File: config.mk
export PLATFORM = sky130hd
export DESIGN_NAME = request_encoder_32
export DESIGN_NICKNAME = d
export VERILOG_FILES = /design/src/rtl/request_encoder_32.sv
export SDC_FILE = /design/constraint.sdc
export NUM_CORES = 1
export LEC_CHECK = 0
export BUFFER_PORTS_ARGS = -buffer_cell sky130_fd_sc_hd__buf_2
export CELL_PAD_IN_SITES_DETAIL_PLACEMENT = 1
export CELL_PAD_IN_SITES_GLOBAL_PLACEMENT = 1
export CORE_ASPECT_RATIO = 0.75
export CORE_MARGIN = 2
export CORE_UTILIZATION = 36
export DETAILED_ROUTE_END_ITERATION = 6
export PLACE_DENSITY_LB_ADDON = 0.1
export SYNTH_ARGS = -nofsm -noshare
export SYNTH_HDL_FRONTEND = slang
export SYNTH_SLANG_ARGS = --single-unit
File: constraint.sdc
create_clock -name clock -period 3.2 [get_ports clock]
set_clock_uncertainty 0.15 [all_clocks]
set_input_delay 0.64 -clock clock [delete_from_list [all_inputs] [get_ports clock]]
set_output_delay 0.64 -clock clock [all_outputs]
set_load 0.01 [all_outputs]
File: src/rtl/request_encoder_32.sv
// request_encoder_32: registered 32-to-5 request encoder with valid/ready presentation
// Ports:
//   clock      - system clock, all state on rising edge
//   resetN     - asynchronous active-low reset
//   enable     - sample reqIn this edge when high
//   reqIn      - request lines, each high bit sets its pending flag
//   clearAll   - synchronous flush of pending requests and presentation
//   encReady   - consumer accepts encOut this cycle
//   encValid   - encOut/encMulti hold a valid index
//   encOut     - index of the selected pending request
//   encMulti   - another request was pending when encOut was loaded
//   pendingOut - current pending register
module request_encoder_32 #(
  parameter int PRIORITY_MODE = 0
) (
  input  logic        clock,
  input  logic        resetN,
  input  logic        enable,
  input  logic [31:0] reqIn,
  input  logic        clearAll,
  input  logic        encReady,
  output logic        encValid,
  output logic [4:0]  encOut,
  output logic        encMulti,
  output logic [31:0] pendingOut
);
  typedef enum logic {IDLE, PRESENT} state_t;
  state_t      state_q, state_d;
  logic [31:0] pending_q, pending_d;
  logic [4:0]  enc_q, enc_d, rr_q, rr_d;
  logic        multi_q, multi_d;
  logic [4:0]  base, low, sel;
  logic [31:0] rot;
  logic        handshake;
  // Rotate pending so the scan start sits at bit 0; lowest set bit of the
  // rotated word plus the start offset gives the wrapped round-robin winner.
  always_comb begin
    base = (PRIORITY_MODE != 0) ? rr_q : 5'd0;
    rot  = (pending_q >> base) | (pending_q << (6'd32 - {1'b0, base}));
    low  = 5'd0;
    for (int i = 31; i >= 0; i--) if (rot[i]) low = 5'(i);
    sel  = low + base;
  end
  always_comb begin
    handshake = (state_q == PRESENT) && encReady && !clearAll;
    // A bit set and retired in the same cycle stays pending (OR after mask).
    pending_d = clearAll ? '0 :
                (pending_q & ~(handshake ? (32'd1 << enc_q) : 32'd0)) | (enable ? reqIn : 32'd0);
    state_d   = state_q;
    enc_d     = enc_q;
    multi_d   = multi_q;
    rr_d      = handshake ? enc_q + 5'd1 : rr_q;
    if (state_q == IDLE) begin
      if (!clearAll && |pending_q) begin
        state_d = PRESENT;
        enc_d   = sel;
        multi_d = |(pending_q & (pending_q - 32'd1));
      end
    end else if (clearAll || encReady) begin
      state_d = IDLE;
    end
  end
  always_ff @(posedge clock or negedge resetN) begin
    if (!resetN) begin
      state_q   <= IDLE;
      pending_q <= '0;
      enc_q     <= '0;
      multi_q   <= 1'b0;
      rr_q      <= '0;
    end else begin
      state_q   <= state_d;
      pending_q <= pending_d;
      enc_q     <= enc_d;
      multi_q   <= multi_d;
      rr_q      <= rr_d;
    end
  end
  assign encValid   = (state_q == PRESENT);
  assign encOut     = enc_q;
  assign encMulti   = multi_q;
  assign pendingOut = pending_q;
endmodule

# Word level (Yosys, flattened, before mapping)
# Index checks and enable logic that the tools add are counted.
dict set report totals {
  regBits 39
  latch_bits 0
  ramBits 0
  rom_bits 0
  input_bits 37
  out_inout_bits 39
  wordCells 57
  mem_count 0
}
dict set report op_classes {
  n_addsub 1
  mul 0
  n_div 0
  magnitude_cmp 0
  n_eq_ne 0
  shift 1
  n_mux 38
  bitwise 5
  n_reduce_logical 8
}
# operator count
set op_table {}
lappend op_table {{$mux W5} 32}
lappend op_table {{$mux W32} 3}
lappend op_table {{$and A32 B32 Y32} 2}
lappend op_table {{$reduce_or A32 Y1} 2}
lappend op_table {{$not A32 Y32} 1}
lappend op_table {{$or A32 B32 Y32} 1}
lappend op_table {{$shl A1 B5 Y32 const A} 1}
lappend op_table {{$sub A32 B1 Y32 const B} 1}
lappend op_table {{$logic_and A1 B1 Y1} 3}
lappend op_table {{$mux W1} 3}
lappend op_table {{$reduce_and A2 Y1} 1}
lappend op_table {{$logic_not A1 Y1} 1}
lappend op_table {{$logic_or A1 B1 Y1} 1}
lappend op_table {{$not A1 Y1} 1}

# Longest topological paths before layout
dict set report logic_depth {
  ltp_word 32
  mapped_depth 9
  depth_no_buf 7
}

# Least setup slack after synthesis
# OpenSTA, ideal clock, no wires.
dict set report synth_timing {
  kind {reg2reg}
  startpoint {reg pending_q[5], in the netlist pendingOut[5]}
  endpoint {reg multi_q, in the netlist encMulti}
  setup_ns 0.125
  arrival_ns 2.431
  required_ns 2.925
  path_slack_ns 0.495
  stages_incl_launch_ff 8
  path_buffers 0
  synth_period_minus_slack_ns 2.705
  path_cell_list {dfrtp_1 > nor4_4 > nand4_4 > or4_1 > a21oi_1 > o21ai_1 > or4_1 > mux2_2}
}
dict set report synth_between {
  elab_chain_cells 3
  word_cells_on_any_way 6
  cone_classes {1 x add/sub; 1 x bitwise; 4 x reduce/logical}
}
# element line
set synth_rtl {}
lappend synth_rtl {{start: declaration} 29} ;# logic [31:0] pending_q, pending_d;
lappend synth_rtl {{start signal: assignment} 72} ;# pending_q <= pending_d;
lappend synth_rtl {{$sub A32 B1 Y32 / $reduce_or A32 Y1 (equally long branches)} {57, 54}}
lappend synth_rtl {{$and A32 B32 Y32 / $logic_and A1 B1 Y1 (equally long branches)} {57, 54}}
lappend synth_rtl {{$reduce_or A32 Y1 / $reduce_and A2 Y1 (equally long branches)} --}
lappend synth_rtl {{end signal: assignment} 74} ;# multi_q <= multi_d;
lappend synth_rtl {{end: declaration} 31} ;# logic multi_q, multi_d;
# Parallel ways exist; a longest one is shown, timed or not.
# A chain may end at the register's enable or synchronous reset.

# Worst setup path after layout
# Ends and elaborated chain as after synthesis.

==> results.json <==
{
  "p_clk_share_pct": 24.6,
  "worst_hold_path_type": "input port to async pin",
  "clock_latency_ns": 0.29,
  "max_cap_violations": 0,
  "synthTopCellsByArea": "dfrtp_1, o21ai_0, a21oi_1",
  "fin_setup_tns_ns": 0,
  "multi_input_area_um2": 1242,
  "dpl-instance-area_um2": 2766,
  "grt_pass1_vias": 2414,
  "rows": 25,
  "reg2regPathDepth": 7,
  "overflow": 0,
  "status": "complete, no violations",
  "postCtsHoldBufs": 0,
  "ant_nets": 0,
  "clk_path_buf_depth": 2,
  "combPwrFrac_pct": 28.5,
  "grt_util_all_layers_pct": 24.51,
  "min_period_over_period_pct": 90.05,
  "power.static_leakage_uw": 0.001286,
  "place_congestion": 0.8904,
  "cts_made_buffers": 5,
  "switchingPower_uw": 482.1,
  "grt_max_degree": 40,
  "whs_ns": 0.3149,
  "critical_path_class": "flop to flop",
  "drive_above_1_share_pct": 24.86,
  "io-pin-count": 76,
  "worst_slew_pin_slew_ns": 0.9223,
  "crit-reg2reg-launch": "pendingOut[5]",
  "cts_tree": "yes",
  "vias": 2482,
  "power_density_nw_per_um2": 457.1,
  "cts_sinks": 39,
  "hold_viol": 0,
  "p_seq_share_pct": 46.9,
  "synthToLayoutAreaGrowth_pct": 23.38,
  "rsz0062_at_grt": "no",
  "initial_core_util_pct": 36.78,
  "critPathTopFamily": "simple AND/OR/NAND/NOR gates",
  "reg2reg_to": "encMulti",
  "postCtsSetupBuffers": 0,
  "critical_path_required_ns": 3.23,
  "yosys_warnings": 0,
  "netlist_area_um2": 2301,
  "r2r_slack_ns": 0.32,
  "ys_ff_latch": 39,
  "fmax_ghz": 0.3470,
  "syn_area_per_cell_um2": 7.880,
  "finish.instance_area_um2": 2839,
  "dp_hpwl_mm": 5.879,
  "h-tree-depth": 2,
  "cp_num_buf_inv": 0,
  "yosysMostFrequentCell": "o21ai_0",
  "yosys-top-cells-count": "o21ai_0, nand2_1, a21oi_1",
  "synth_edf_count": 0,
  "drt_first_pass_iters": 4,
  "postSynthCellCount": 292,
  "internal_power_uw": 815.7,
  "synth_nets": 329,
  "numPortBuffers": 75,
  "clkTransAtPathRegs_ns": 0.08,
  "drc": 0,
  "postCtsResizedCells": 0,
  "cp_cell_sequence": "nor4_4, nand4_4, or4_1, a21oi_1, o21ai_1, or4_1, mux2_2",
  "cpMostUsedCell": "or4_1",
  "antenna_found_initial": 0,
  "slew_headroom_pct": 38.51,
  "synthArstFlopShare_pct": 100.0,
  "core_area_um2": 6256,
  "drt_iter0_markers": 151,
  "drv_slew": 0,
  "n_antenna_cell": 0,
  "dieWidth_um": 96.32,
  "crit_fanout": 8,
  "dieHeight_um": 73.24,
  "fill_cells": 805,
  "ys_types": 40,
  "layout.area.seq_um2": 975.9,
  "endpoint_kind": "flop",
  "nets": 404,
  "cts_root_buf": "clkbuf_8",
  "synth_area_leader_cell": "dfrtp_1",
  "viasPerCell": 5.553,
  "synth-main-ff-cell": "dfrtp_1",
  "setup_viol": 0,
  "vdd_drop_max_mv": 0.1561,
  "critPathSlowestCell": "dfrtp_1",
  "drt-total-wl_mm": 8.138,
  "grt_pass1_wl_mm": 12.91,
  "switching_share_pct": 37.15,
  "final_util_pct": 45.38,
  "routedWlPerCell_um": 18.21,
  "p_total_uw": 1298,
  "synth.top_cell.area_share_pct": 42.41,
  "ys_seq_area_share_pct": 42.41,
  "cp-start-kind": "flop",
  "max_stage_delay_ns": 0.49,
  "finalCriticalPeriod_ns": 2.882,
  "cp.arrival_ns": 2.91,
  "dieArea_um2": 7054
}
[cell families (layout without fill, tap and decap cells)]
logic type	after synthesis	after routing	share of synthesized area (%)
muxes	2	2	0.9244
DFF	39	39	42.41
adders and majority gates	1	1	0.4350
and+or+nand+nor	108	108	23.49
AOI/OAI and AO/OA	120	120	29.15
buffers and inverters	22	96	3.589
[sequential cells by signal, indices dropped and copies added, names as in the netlist]
register	cells
encMulti	1
pendingOut	32
encOut	5
encValid	1
[power groups by stage]
stage / clock network, uW / registers [uW] / logic (uW)
after floorplan: 0 / 619 / 192
after global placement: 0 / 612 / 367
after detailed placement: 0 / 617 / 370
after CTS: 327 / 608 / 373
after global routing: 350 / 619 / 415
final: 319 / 609 / 370
[cell usage in the layout, fill, tap and decap left out, drive strengths merged, types with 3 or more instances in the layout]
master   n
o21ai   51
nor3     6
a21oi   46
nor2b    5
nand2   49
nand2b   3
nor2    21
o211ai   3
buf     79
nor4    10
inv     11
dfrtp   39
o31ai    3
nand3    6
clkbuf   6
[area by class of cell]
class,instances,share of cell area (%)
clock buffers,6,2.556
inverters,11,1.454
multi-input cells,231,43.76
flip-flops and latches,39,34.38
well taps,81,3.570
repair buffers,79,14.28
[metrics by stage]
| stage | worst slack [ns] | instances |
|---|---|---|
| finish | 0.3183 | 447 |
| floorplan | 0.4945 | 292 |
| global placement | 0.3793 | 441 |
| detailed placement | 0.3198 | 441 |
| global route | 0.1350 | 447 |
| CTS | 0.3083 | 447 |
[worst max path at each step]
stage / from / end / slack [ns] / cells after the start
2_1_floorplan: pendingOut[5] / encMulti / 0.49 / 7
3_3_place_gp: pendingOut[15] / encMulti / 0.38 / 7
4_1_cts: pendingOut[5] / encMulti / 0.31 / 7
6_report: pendingOut[5] / encMulti / 0.32 / 7
3_5_place_dp: pendingOut[5] / encMulti / 0.32 / 7
5_1_grt: pendingOut[5] / encMulti / 0.13 / 7
[routing by layer]
metal | up-vias | GRT usage, % | routed length [um]
li1 | 1205 | - | -
met1 | 1204 | 38.39 | 4183
met2 | 69 | 35.42 | 3492
met3 | 4 | 3.926 | 410
met4 | 0 | 5.164 | 51
met5 | - | 0 | 0
Power figures use the tool's default switching activity.
